## src/rtl/motor_cmd_sequencer.sv

```systemverilog
// Command front-end for the steering/drive motor controller: queues commands,
// paces steer pulse windows, slew-limits drive duty and trips a watchdog stop.
//
// state | meaning
// IDLE  | no steer window active; pops the queue head
// ISSUE | one-cycle steer trigger
// WAIT  | steer pulse window running (cmd_time*128 cycles)
// GAP   | dead time before the next pop
module motor_cmd_sequencer #(
    parameter int FIFO_DEPTH  = 4,
    parameter int RAMP_DIV    = 1000,
    parameter int GAP_CYCLES  = 16,
    parameter int WDOG_CYCLES = 50000000
) (
    input  logic                                clk,
    input  logic                                rst_n,
    input  logic                                cmd_valid,
    output logic                                cmd_ready,
    input  logic [1:0]                          cmd_type,
    input  logic [1:0]                          cmd_dir,
    input  logic [7:0]                          cmd_duty,
    input  logic [20:0]                         cmd_time,
    output logic                                steer_stby,
    output logic [1:0]                          steer_dir,
    output logic [7:0]                          steer_duty,
    output logic [20:0]                         steer_time,
    output logic                                steer_trigger,
    output logic                                drive_stby,
    output logic [1:0]                          drive_dir_a,
    output logic [1:0]                          drive_dir_b,
    output logic [7:0]                          drive_duty_a,
    output logic [7:0]                          drive_duty_b,
    output logic                                busy,
    output logic                                wdog_trip,
    output logic [$clog2(FIFO_DEPTH+1)-1:0]     fifo_count
);

    localparam int          AW        = $clog2(FIFO_DEPTH);
    localparam int          CW        = $clog2(FIFO_DEPTH + 1);
    localparam logic [31:0] RAMP_LAST = 32'(RAMP_DIV - 1);
    localparam logic [31:0] WDOG_LAST = 32'(WDOG_CYCLES - 1);
    localparam logic [27:0] GAP_LAST  = 28'(GAP_CYCLES - 1);

    typedef enum logic [1:0] {S_IDLE, S_ISSUE, S_WAIT, S_GAP} state_t;

    typedef struct packed {
        logic        is_drive;
        logic [1:0]  dir;
        logic [7:0]  duty;
        logic [20:0] tm;
    } entry_t;

    entry_t        mem_q [FIFO_DEPTH];
    entry_t        head, push_entry;
    logic [AW-1:0] wr_ptr_q, wr_ptr_d, rd_ptr_q, rd_ptr_d;
    logic [CW-1:0] count_q, count_d;
    state_t        state_q, state_d;
    logic [27:0]   timer_q, timer_d;
    logic [1:0]    steer_dir_q, steer_dir_d;
    logic [7:0]    steer_duty_q, steer_duty_d;
    logic [20:0]   steer_time_q, steer_time_d;
    logic [1:0]    tgt_dir_q, tgt_dir_d, cur_dir_q, cur_dir_d;
    logic [7:0]    tgt_duty_q, tgt_duty_d, cur_duty_q, cur_duty_d;
    logic [31:0]   ramp_q, ramp_d, wdog_q, wdog_d;
    logic          trip_q, trip_d;
    logic          fifo_full, accept, is_stop, wdog_fire, stop_all;
    logic          do_push, do_pop, ramp_tick;

    assign fifo_full  = (count_q == CW'(FIFO_DEPTH));
    assign cmd_ready  = !fifo_full || (cmd_type == 2'b10);
    assign accept     = cmd_valid && cmd_ready;
    assign is_stop    = accept && (cmd_type == 2'b10);
    // An accepted command in the expiry cycle keeps the watchdog quiet.
    assign wdog_fire  = !accept && !trip_q && (wdog_q == WDOG_LAST);
    assign stop_all   = is_stop || wdog_fire;
    assign do_push    = accept && !cmd_type[1];
    assign do_pop     = (state_q == S_IDLE) && (count_q != '0) && !stop_all;
    assign head       = mem_q[rd_ptr_q];
    assign push_entry = {cmd_type[0], cmd_dir, cmd_duty, cmd_time};
    assign ramp_tick  = (ramp_q == RAMP_LAST);

    always_ff @(posedge clk) begin
        if (do_push) mem_q[wr_ptr_q] <= push_entry;
    end

    always_comb begin
        wr_ptr_d = wr_ptr_q;
        rd_ptr_d = rd_ptr_q;
        count_d  = count_q;
        if (stop_all) begin
            wr_ptr_d = '0;
            rd_ptr_d = '0;
            count_d  = '0;
        end else begin
            if (do_push) wr_ptr_d = wr_ptr_q + AW'(1);
            if (do_pop)  rd_ptr_d = rd_ptr_q + AW'(1);
            count_d = count_q + CW'(do_push) - CW'(do_pop);
        end
    end

    always_comb begin
        wdog_d = wdog_q;
        trip_d = trip_q;
        if (accept) begin
            wdog_d = '0;
            trip_d = 1'b0;
        end else if (wdog_q != WDOG_LAST) begin
            wdog_d = wdog_q + 32'd1;
        end else if (wdog_fire) begin
            trip_d = 1'b1;
        end
    end

    always_comb begin
        state_d      = state_q;
        timer_d      = timer_q;
        steer_dir_d  = steer_dir_q;
        steer_duty_d = steer_duty_q;
        steer_time_d = steer_time_q;
        tgt_dir_d    = tgt_dir_q;
        tgt_duty_d   = tgt_duty_q;
        cur_dir_d    = cur_dir_q;
        cur_duty_d   = cur_duty_q;
        ramp_d       = ramp_tick ? '0 : ramp_q + 32'd1;

        unique case (state_q)
            S_IDLE: begin
                if (do_pop && head.is_drive) begin
                    tgt_dir_d  = head.dir;
                    tgt_duty_d = head.duty;
                end else if (do_pop) begin
                    steer_dir_d  = head.dir;
                    steer_duty_d = head.duty;
                    steer_time_d = head.tm;
                    state_d      = S_ISSUE;
                end
            end
            S_ISSUE: begin
                // Window length minus one so WAIT lasts exactly cmd_time*128 cycles.
                if (steer_time_q == '0) begin
                    state_d = S_GAP;
                    timer_d = GAP_LAST;
                end else begin
                    state_d = S_WAIT;
                    timer_d = {steer_time_q, 7'd0} - 28'd1;
                end
            end
            S_WAIT: begin
                if (timer_q == '0) begin
                    state_d = S_GAP;
                    timer_d = GAP_LAST;
                end else begin
                    timer_d = timer_q - 28'd1;
                end
            end
            S_GAP: begin
                if (timer_q == '0) state_d = S_IDLE;
                else               timer_d = timer_q - 28'd1;
            end
            default: state_d = S_IDLE;
        endcase

        // Reversal only happens once the motor has slewed down to zero duty.
        if (ramp_tick) begin
            if (tgt_dir_q != cur_dir_q) begin
                if (cur_duty_q != '0) cur_duty_d = cur_duty_q - 8'd1;
                else                  cur_dir_d  = tgt_dir_q;
            end else if (cur_duty_q < tgt_duty_q) begin
                cur_duty_d = cur_duty_q + 8'd1;
            end else if (cur_duty_q > tgt_duty_q) begin
                cur_duty_d = cur_duty_q - 8'd1;
            end
        end

        if (stop_all) begin
            state_d      = S_IDLE;
            timer_d      = '0;
            steer_dir_d  = '0;
            steer_duty_d = '0;
            tgt_dir_d    = '0;
            tgt_duty_d   = '0;
            cur_dir_d    = '0;
            cur_duty_d   = '0;
            ramp_d       = '0;
        end
    end

    always_ff @(posedge clk or negedge rst_n) begin
        if (!rst_n) begin
            wr_ptr_q     <= '0;
            rd_ptr_q     <= '0;
            count_q      <= '0;
            state_q      <= S_IDLE;
            timer_q      <= '0;
            steer_dir_q  <= '0;
            steer_duty_q <= '0;
            steer_time_q <= '0;
            tgt_dir_q    <= '0;
            tgt_duty_q   <= '0;
            cur_dir_q    <= '0;
            cur_duty_q   <= '0;
            ramp_q       <= '0;
            wdog_q       <= '0;
            trip_q       <= 1'b0;
        end else begin
            wr_ptr_q     <= wr_ptr_d;
            rd_ptr_q     <= rd_ptr_d;
            count_q      <= count_d;
            state_q      <= state_d;
            timer_q      <= timer_d;
            steer_dir_q  <= steer_dir_d;
            steer_duty_q <= steer_duty_d;
            steer_time_q <= steer_time_d;
            tgt_dir_q    <= tgt_dir_d;
            tgt_duty_q   <= tgt_duty_d;
            cur_dir_q    <= cur_dir_d;
            cur_duty_q   <= cur_duty_d;
            ramp_q       <= ramp_d;
            wdog_q       <= wdog_d;
            trip_q       <= trip_d;
        end
    end

    assign steer_stby    = (state_q != S_IDLE);
    assign steer_trigger = (state_q == S_ISSUE);
    assign steer_dir     = steer_dir_q;
    assign steer_duty    = steer_duty_q;
    assign steer_time    = steer_time_q;
    assign drive_stby    = (cur_duty_q != '0) || (tgt_duty_q != '0);
    assign drive_dir_a   = cur_dir_q;
    assign drive_dir_b   = cur_dir_q;
    assign drive_duty_a  = cur_duty_q;
    assign drive_duty_b  = cur_duty_q;
    assign busy          = (state_q != S_IDLE) || (count_q != '0);
    assign wdog_trip     = trip_q;
    assign fifo_count    = count_q;

endmodule

```

## config.mk

```make
export PLATFORM = sky130hd
export DESIGN_NAME = motor_cmd_sequencer
export DESIGN_NICKNAME = d
export VERILOG_FILES = /design/src/rtl/motor_cmd_sequencer.sv
export SDC_FILE = /design/constraint.sdc
export NUM_CORES = 1
export LEC_CHECK = 0
export ABC_AREA = 1
export BUFFER_PORTS_ARGS = -buffer_cell sky130_fd_sc_hd__buf_2
export CAP_MARGIN = 30
export CORE_MARGIN = 2
export CORE_UTILIZATION = 60
export CTS_BUF_LIST = sky130_fd_sc_hd__clkbuf_4 sky130_fd_sc_hd__clkbuf_8 sky130_fd_sc_hd__clkbuf_16
export CTS_CLUSTER_SIZE = 8
export DETAILED_ROUTE_END_ITERATION = 10
export PLACE_DENSITY = 0.9
export SYNTH_ARGS = -nofsm -noshare
export SYNTH_HDL_FRONTEND = slang
export SYNTH_SLANG_ARGS = --single-unit
```

## constraint.sdc

```tcl
create_clock -name clk -period 9.3 [get_ports clk]
set_clock_uncertainty 0.15 [all_clocks]
set_input_delay 1.86 -clock clk [delete_from_list [all_inputs] [get_ports clk]]
set_output_delay 1.86 -clock clk [all_outputs]
set_load 0.01 [all_outputs]
```

# ---- Word level (Yosys, flattened, before mapping)
# Memory sizes are Yosys's and may differ from the RTL's.
# Cells that the tools add are included.
dict set report word_totals {
  ff_bits 153
  ram_bits 128
  out_inout_bits 60
  elab_cells 139
  mem_count 1
}
dict set report classes {
  n_addsub 10
  magnitude_cmp 2
  n_eq_ne 18
  mux 50
  n_bitwise 1
  reduce_logical 42
}
# memory words width read_ports rd_clocked_by_memory_dff write_ports line_no
set memory_table {}
lappend memory_table {mem_q 4 32 1 0 1 53} ;# entry_t mem_q [FIFO_DEPTH];
# op n
set op_table {}
lappend op_table {{$mux W32} 4}
lappend op_table {{$mux W28} 4}
lappend op_table {{$mux W8} 13}
lappend op_table {{$pmux W28 S3} 1}
lappend op_table {{$add A32 B1 Y32 const B} 2}
lappend op_table {{$sub A28 B1 Y28 const B} 2}
lappend op_table {{$mux W2} 20}
lappend op_table {{$eq A32 B10 Y1 const B} 1}
lappend op_table {{$eq A32 B26 Y1 const B} 1}
lappend op_table {{$ne A32 B26 Y1 const B} 1}
lappend op_table {{$logic_not A28 Y1} 1}
lappend op_table {{$logic_not A21 Y1} 1}
lappend op_table {{$reduce_bool A2 Y1} 9}
lappend op_table {{$reduce_bool A8 Y1} 2}
lappend op_table {{$ne A3 B3 Y1 const B} 5}
lappend op_table {{$reduce_and A3 Y1} 4}
lappend op_table {{$add A8 B1 Y8 const B} 1}
lappend op_table {{$gt A8 B8 Y1} 1}
lappend op_table {{$logic_and A1 B1 Y1} 8}
lappend op_table {{$lt A8 B8 Y1} 1}
lappend op_table {{$pmux W2 S4} 1}
lappend op_table {{$reduce_bool A4 Y1} 2}
lappend op_table {{$sub A8 B1 Y8 const B} 1}
lappend op_table {{$eq A2 B2 Y1 const B} 3}
lappend op_table {{other kinds (17)} 34}

# ---- Longest topological paths before layout
# Gate-level depths: netlist (run 1).
dict set report logic_depth {
  depth_word 14
  depth_mapped 15
  mapped_depth_nobuf 15
}

# ---- Worst setup path before layout (run 1)
# Ideal clock, no wire load.
dict set report synth_path {
  path_kind {input to register}
  start {in cmd_type[0]}
  end {mem mem_q[0][0] in the netlist's numbering, enable pin}
  setup_ns 0.421
  arrival_ns 4.028
  t_required_ns 8.729
  path_slack_ns 4.701
  cell_stages 7
  cell_sequence {inv_1 > nand2_1 > nand3_1 > nand2_1 > or2_2 > clkbuf_1 > nor2_1}
}
dict set report synth_via {
  elab_chain_len 6
}
# item line_no
set synth_rtl {}
lappend synth_rtl {{from (decl)} 19} ;# input logic [1:0] cmd_type,
lappend synth_rtl {{$eq A2 B2 Y1} 70} ;# assign cmd_ready = !fifo_full || (cmd_type == 2'b10);
lappend synth_rtl {{$logic_or A1 B1 Y1} 70}
lappend synth_rtl {{net cmd_ready} 18} ;# output logic cmd_ready,
lappend synth_rtl {{$logic_and A1 B1 Y1} 71} ;# assign accept = cmd_valid && cmd_ready;
lappend synth_rtl {{$logic_and A1 B1 Y1} 76} ;# assign do_push = accept && !cmd_type[1];
lappend synth_rtl {{$mux W1} 83} ;# if (do_push) mem_q[wr_ptr_q] <= push_entry;
lappend synth_rtl {{$mux W1 (not written as such)} 83}
lappend synth_rtl {{to (decl)} 53}
# The timed path passes the listed nets, and every way through them passes these cells.

# ---- Worst setup path after layout (run 1)
dict set report layout_path {
  start {in cmd_type[0]}
  end {out cmd_ready}
}
dict set report layout_via {
  elab_chain_len 2
}
# item line_no
set layout_rtl {}
lappend layout_rtl {{$eq A2 B2 Y1} 70}
lappend layout_rtl {{$logic_or A1 B1 Y1} 70}
lappend layout_rtl {{to (decl)} 18}
# No other way between the ends.

==> results of run 1 <==
## metrics by stage
| step | power [W] | area [µm²] | setup WS, ns | hold slack, ns |
|---|---|---|---|---|
| 5_1_grt | 0.00558 | 16600 | 4.78 | 0.337 |
| 3_5_place_dp | 0.00378 | 15300 | 4.53 | 0.304 |
| 4_1_cts | 0.00522 | 16500 | 4.81 | 0.310 |
| 6_report | 0.00524 | 16600 | 4.80 | 0.307 |
| 2_1_floorplan | 0.00318 | 14600 | 4.70 | 0.282 |
| 3_3_place_gp | 0.00369 | 15300 | 4.66 | 0.306 |
## worst max-delay path: cells and delay by family
kind / cells / cell delay [ns]
buf+inv: 3 / 0.43
simple gates: 2 / 0.19
## Yosys cell counts, types with 11 or more instances
cell | instances | share of area, %
a21oi_1 | 48 | 1.6
buf_4 | 11 | 0.57
clkbuf_1 | 29 | 0.75
dfrtp_1 | 153 | 26
edfxtp_1 | 128 | 26
ha_1 | 28 | 2.4
inv_1 | 167 | 4.3
inv_2 | 12 | 0.31
nand2_1 | 402 | 10
nand3_1 | 108 | 3.7
nand4_1 | 29 | 1.2
nor2_1 | 252 | 6.5
nor3_1 | 43 | 1.5
nor4_1 | 14 | 0.60
o21ai_0 | 94 | 3.2
o21ai_1 | 27 | 0.93
o22ai_1 | 34 | 1.5
xnor2_1 | 17 | 1.0
xor2_1 | 45 | 2.7
## registers in the layout, indices dropped and copies added (netlist names)
name,count
timer_q,28
tgt_dir_q,2
tgt_duty_q,8
steer_dir,2
fifo_count,3
drive_dir_a,2
steer_time,21
drive_duty_a,8
wdog_q,32
state_q,2
rd_ptr_q,2
ramp_q,32
wr_ptr_q,2
wdog_trip,1
steer_duty,8
mem_q,128
## layout make-up
type                       count  area (µm²)  area share (%)
multi-input combinational   1202        5960            35.9
tap                          324         405            2.45
clock inverter                 4        98.8           0.596
inverter                     181         682            4.11
timing repair buffer         106         597            3.60
clock buffer                  59        1160            7.01
sequential                   281        7670            46.3
## final timing paths
kind | end | slack (ns) | startpoint
max | cmd_ready | 4.80 | cmd_type[0]
min | ramp_q[0] | 0.31 | ramp_q[0]
max reg2reg | fifo_count[2] | 6.00 | wdog_q[0]
min reg2reg | ramp_q[0] | 0.31 | ramp_q[0]
max in group asynchronous | ramp_q[24] | 6.74 | rst_n
min in group asynchronous | wdog_q[28] | 0.97 | rst_n
## placed cells by master, fill, tap and decap left out, drive strengths merged
cell	count
edfxtp	128
fa	1
nand3b	3
nor4	14
o211ai	3
and3	1
o31ai	1
nand4	29
nor2	262
a211oi	3
o21bai	5
ha	28
a31oi	2
clkbuf	59
nand2	408
a32o	9
o21a	1
clkinv	5
xor2	45
nor3	47
nand3	111
nor3b	1
buf	106
xnor2	17
a21oi	48
dfrtp	153
or2	4
o22ai	34
nor4b	1
o2bb2ai	1
o21ai	123
inv	180
## kinds of logic (layout without fill, tap and decap cells)
logic type                 Yosys count  after routing
and+or+nand+nor                    881            881
DFF                                281            281
buffers and inverters              236            350
AOI/OAI and AO/OA                  230            230
xor gates and xnor gates            62             62
adders and majority gates           29             29
## power by group through the flow
stage / Clock, W / Combinational [W] / Sequential (W)
final: 0.00142 / 0.00196 / 0.00187
after global routing: 0.00148 / 0.00221 / 0.00189
after CTS: 0.00143 / 0.00194 / 0.00186
after detailed placement: 0 / 0.00190 / 0.00187
after global placement: 0 / 0.00181 / 0.00188
after floorplan: 0 / 0.00140 / 0.00178
## metal layers
layer / global-route usage [%] / vias to the layer above / share of wire (%)
met5: 0 / - / 0
met4: 11.5 / 0 / 3.1
met3: 4.81 / 99 / 7.6
met2: 47.4 / 605 / 47
met1: 40.5 / 5883 / 42
li1: - / 5865 / -
==> summary.md, run 1 <==
| Metric | Value |
|---|---|
| Status | complete, no violations |
| Adder-cell share of the synthesized area | 2.54% |
| Simple-gate share of the synthesized area | 25.7% |
| Area delta synth->final | 13.7% |
| Internal power | 0.00309 W |
| Violation count after the first detailed-route iteration | 1265 |
| Post-synthesis cell area | approximately 15000 µm² |
| Initial Util | 60.5% |
| Sequential area share after synthesis | 52.6% |
| Share of power burned in registers | ~36% |
| Fill cells | 1826 |
| EDFF count, synth | between 100 and 150 |
| XOR/XNOR share of the synthesized area | 3.73% |
| Peak supply drop | 0.000280 V |
| Synth Instances | 1719 |
| Vias per cell | 5.77 |
| Slew Limit Fails | 0 |
| Pre-antenna DRT Iters | 6 |
| Worst-path fanout max | 5 |
| Root Driver | clkbuf_16 |
| Setup repair bufs after CTS | 0 |
| Cell depth of the worst hold path | 1 |
| RSZ-0062 raised after global routing | false |
| Nets@finish | 1878 |
| Max-capacitance violation count | 0 |
| Die H | approximately 160 µm |
| Net switching power | 0.00216 W |
| Hold_buf cts | 0 |
| Cell Rows | 57 |
| Critical Path Most Common Cell | buf_2 |
| Async SR Flop Fraction | roughly 54% |
| Worst Path Required | 7.29 ns |
| CTS Buf Count | 41 |
| Leak | 7.17 nW |
| Clk Latency, worst-skew pair | about 0.55 ns |
| HPWL after DPL | 25.4 mm |
| Post-Layout Cell Count | 2157 |
| # diodes | 0 |
| Bufs on Longest Clock Path | 3 |
| Synth Register Bits | roughly 280 |
| Peak Freq | around 0.22 GHz |
| P per Cell Area | 316 nW/µm² |
| Total track usage | between 20 and 30% |
| Syn avg cell area | 8.48 µm² |
| Slowest stage delay, CP | roughly 0.15 ns |
| Largest family of logic cells by synthesized area | simple AND/OR/NAND/NOR gates |
| Comb pwr share | 37.3% |
| Share of cells above drive strength 1 | 11.8% |
| Crit path cell chain | buf_2, inv_1, nand2_1, nand3_1, buf_2 |
| Slowest library cell on the worst path | inv_1 |
| Primary FF master, synth | dfrtp_1 |
| Least-Margin Pin Slew | 0.927 ns |
| Crit path arrival time | 2.49 ns |
| Hold Vio Cnt, Final | 0 |
| Setup-failing EPs final | 0 |
| Placed Instances | 2093 |
| Max-slew headroom | 37.9% |
| Vias in the first global route | about 12000 |
| Die area | 25600 µm² |
| # DRC | 0 |
| Post-Route WL | 37.3 mm |
| Largest net degree at the start of global routing | 104 |
| Fin crit share | 48.4% |
| Clock slew at reported path FFs | 0.05 ns |
| Fin crit period | 4.50 ns |
| Worst r2r path cells | 15 |
| CTS sink cnt | 281 |
| WL/cell | 17.3 µm |
| Syn nets | 1784 |
| # H-tree levels | 2 |
| Synth cell types | 46 |
| GRT Residual Overflow | 0 |
| Global-route wire length before repair | 60.8 mm |
| Post-synthesis compound-gate area fraction | 8.82% |
| IO buf count | 95 |
| Post-CTS sizing | 0 |
| Via count | 12452 |
| Part of the power in the clock network | 27.1% |
| Startpoint Class | primary input |
| Die X | 160 µm |
| Final core occ | 68.8% |
| Synthesis Warnings | 0 |
| TNS Setup | 0 ns |
| Top Ports | 96 |
| CORE AREA | around 24000 µm² |
| Initial antenna violation count | 0 |
| CTS tree | built |
| Critical path class | primary input to output pin |
| Crit end category | output pin |
| Hold Path Class | flip-flop to flip-flop |
| Mux share of post-synthesis cell area | 0% |
| Final Wtd Congestion | 0.959 |
| Detail Route Antenna Nets | 0 |
| Switching share of power | 41.1% |
Power figures use the tool's default switching activity.
==> run 2, diff against run 1 <==
--- a/config.mk
+++ b/config.mk
@@ -5,7 +5,7 @@
 export SDC_FILE = /design/constraint.sdc
 export NUM_CORES = 1
 export LEC_CHECK = 0
-export ABC_AREA = 1
+export ABC_AREA = 0
 export BUFFER_PORTS_ARGS = -buffer_cell sky130_fd_sc_hd__buf_2
 export CAP_MARGIN = 30
 export CORE_MARGIN = 2
==> constraint.sdc (replaced) <==
create_clock -name clk -period 4.7 [get_ports clk]
set_clock_uncertainty 0.15 [all_clocks]
set_input_delay 0.94 -clock clk [delete_from_list [all_inputs] [get_ports clk]]
set_output_delay 0.94 -clock clk [all_outputs]
set_load 0.01 [all_outputs]
==> run 2 against run 1 <==
Effect of this change:
- core utilization up 1.7 points
- largest power group is now sequential cells
- critical path type is now flip-flop to flip-flop
- die area down 7.3%
- power up 82%
- critical endpoint is now fifo_count[2]
==> summary.md, run 2 <==
| Metric | Value |
|---|---|
| Clock slew at reported path FFs | 0.05 ns |
| Top cells by area, synth | edfxtp_1, dfrtp_1, mux4_2 |
| Worst hold slack | 0.310 ns |
| CTS sink cnt | about 280 |
| Worst Path Required | 4.90 ns |
| Setup WS post-layout | roughly 0.73 ns |
| Post-route cell area | 15500 µm² |
| Nets@finish | roughly 1300 |
| Setup repair bufs after CTS | 0 |
| Syn nets | 1175 |
| TNS Setup | 0 ns |
| Pre-antenna DRT Iters | 6 |
| Root Driver | clkbuf_16 |
| Post-Route WL | 33.8 mm |
| WL/cell | approximately 22 µm |
| # DRC | 0 |
| Share of power burned in registers | 37.4% |
| Post-synthesis cell area | 13500 µm² |
| Most common cell after layout, fill and taps aside | dfrtp_1 |
| Hold Vio Cnt, Final | 0 |
| Most frequent cells in the layout | dfrtp_1, nor2_1, edfxtp_1 |
| Clk Latency, worst-skew pair | roughly 0.54 ns |
| Async SR Flop Fraction | 54.4% |
| Synth cell types | 70 |
| CTS Buf Count | just over 40 |
| Internal power | 0.00615 W |
| Largest net degree at the start of global routing | 92 |
| CORE AREA | 22000 µm² |
| Syn avg cell area | 12.1 µm² |
| Cell Rows | 54 |
| Primary FF master, synth | dfrtp_1 |
| Post-Layout Cell Count | 1511 |
| GR Util met2 | about 49% |
| Share of cells above drive strength 1 | 21.0% |
| Hold_buf cts | 0 |
| Post-CTS sizing | 0 |
| Final Wtd Congestion | 0.881 |
| Critical path class | flip-flop to flip-flop |
| Least-Margin Pin Slew | 1.13 ns |
| RSZ-0062 raised after global routing | false |
| Pre-CTS WS | 0.976 ns |
| Post-DP Area | 14200 µm² |
| EDFF count, synth | 128 |
| Die area | 23700 µm² |
| Leak | approximately 6.3 nW |
| P per Cell Area | 616 nW/µm² |
| Fin crit share | 84.6% |
| Top post-synthesis cells by count | dfrtp_1, edfxtp_1, nor2_1, nand2_1, xor2_1 |
| Peak Freq | 0.252 GHz |
| Max-slew headroom | between 20% and 30% |
| Violation count after the first detailed-route iteration | 1123 |
| Comb pwr share | ~33% |
| Global Route met1 Usage | 37.2% |
| IO buf count | 95 |
| Crit path arrival time | 4.18 ns |
| Initial Util | 61.4% |
| Slew Limit Fails | 0 |
| Synthesis Warnings | 0 |
| Detail Route Antenna Nets | 0 |
| Startpoint Class | flip-flop |
| Fin crit period | 3.97 ns |
| Largest register FFs | ~130 |
| Top cell type by total area after synthesis | edfxtp_1 |
| Part of the power in the clock network | approximately 30% |
| GRT met3 Usage | 5.36% |
| # diodes | 0 |
| Initial antenna violation count | 0 |
| Biggest regs | mem_q (128), ramp_q (32), wdog_q (32) |
| Global-route wire length before repair | between 50 and 60 mm |
| Total track usage | roughly 29% |
| Die H | 154 µm |
| Setup-failing EPs final | 0 |
| Bufs on Longest Clock Path | 3 |
| Net switching power | approximately 0.0034 W |
| HPWL after DPL | 19.8 mm |
| Hold Path Class | flip-flop to flip-flop |
| Crit end category | flip-flop |
| Worst-path fanout max | 7 |
| Max-capacitance violation count | 0 |
| Synth Instances | 1110 |
| Via count | 9925 |
| Top Ports | 96 |
| Placed Instances | roughly 1400 |
| Grt peak-use layer | met2 |
| Synth Register Bits | 281 |
| Peak supply drop | 0.000484 V |
| GRT Residual Overflow | 0 |
| Vias per cell | 6.57 |
| Sequential area share after synthesis | between 50% and 60% |
| Count leader, synth | dfrtp_1 |
| Share of the synthesized area in the top cell type | 28.5% |
| Fill cells | 1289 |
| Vias in the first global route | 9808 |
| Switching share of power | a little over a third |
| # H-tree levels | 2 |
| Die X | 154 µm |
| Reg with most FFs | mem_q |
| CTS tree | built |
| Area delta synth->final | 14.7% |
| Status | complete, no violations |
==> run 2: cell types whose count changed after synthesis, moves of 18 or more <==
cell | before | now
nand2_1 | 402 | 63
o21ai_0 | 94 | 37
mux4_2 | 0 | 32
nor2_1 | 252 | 128
o21ai_1 | 27 | 1
mux2_2 | 0 | 18
and3_1 | 1 | 19
o22ai_1 | 34 | 7
a21oi_1 | 48 | 30
mux2i_1 | 0 | 24
nand3_1 | 108 | 37
inv_1 | 167 | 26
==> run 2: layer usage <==
metal	part of all wire, %	routed length (µm)	up-vias
met5	0	0	-
met4	3.4	1160	0
met3	8.4	2860	117
met2	51	17100	577
met1	37	12700	4923
li1	-	-	4308
==> run 2: area by class of cell <==
class / instances / area (µm²) / area share [%]
sequential: 281 / 7670 / 49.6
inverter: 26 / 97.6 / 0.631
timing repair buffer: 111 / 639 / 4.13
clock buffer: 63 / 1200 / 7.74
multi-input combinational: 746 / 5440 / 35.2
tap: 280 / 350 / 2.27
clock inverter: 4 / 60.1 / 0.388
==> run 2: final timing paths <==
check / start / slack (ns) / cells after the start / endpoint
worst max-delay path: wdog_q[0] / 0.73 / 14 / fifo_count[2]
worst min-delay path: ramp_q[0] / 0.31 / 1 / ramp_q[0]
worst max register to register: wdog_q[0] / 0.73 / 14 / fifo_count[2]
worst min register to register: ramp_q[0] / 0.31 / 1 / ramp_q[0]
max in group asynchronous: rst_n / 3.10 / 2 / wdog_q[26]
min in group asynchronous: rst_n / 0.33 / 1 / ramp_q[14]
==> run 2: critical path: stages, from the launching register on <==
cell and delay, ns:
dfrtp_1 0.37, ha_1 0.18, and2_0 0.25, nand2_1 0.17, or4_1 0.78, o21ai_4 0.23
nor2_1 0.07, ha_1 0.34, inv_1 0.08, ha_1 0.16, inv_1 0.06, fa_1 0.42
xor2_1 0.27, xnor2_1 0.17, nor2_1 0.08
==> run 2: kinds of logic (layout without fill, tap and decap cells) <==
family,after synthesis,count (layout),synth area share (%)
AND/OR/NAND/NOR,411,411,15.5
adder cells (fa/ha/maj),29,29,2.75
multiplexers,77,77,8.96
AO/OA/AOI/OAI,147,147,7.71
buffers and inverters,83,204,2.83
flip-flops,281,281,56.9
XOR/XNOR,82,82,5.33
==> run 2: power by group through the flow <==
stage / Sequential (W) / Clock (W) / Combinational (W)
6_report: 0.00357 / 0.00281 / 0.00314
5_1_grt: 0.00361 / 0.00294 / 0.00338
4_1_cts: 0.00354 / 0.00284 / 0.00306
3_5_place_dp: 0.00354 / 0 / 0.00294
3_3_place_gp: 0.00350 / 0 / 0.00280
2_1_floorplan: 0.00347 / 0 / 0.00213
==> run 2: through the flow <==
stage / util [%] / total power [W]
after floorplan: - / 0.00560
after global placement: 64.4 / 0.00631
after detailed placement: 64.6 / 0.00648
after CTS: 70.3 / 0.00945
after global routing: 70.4 / 0.00993
final: 70.4 / 0.00953
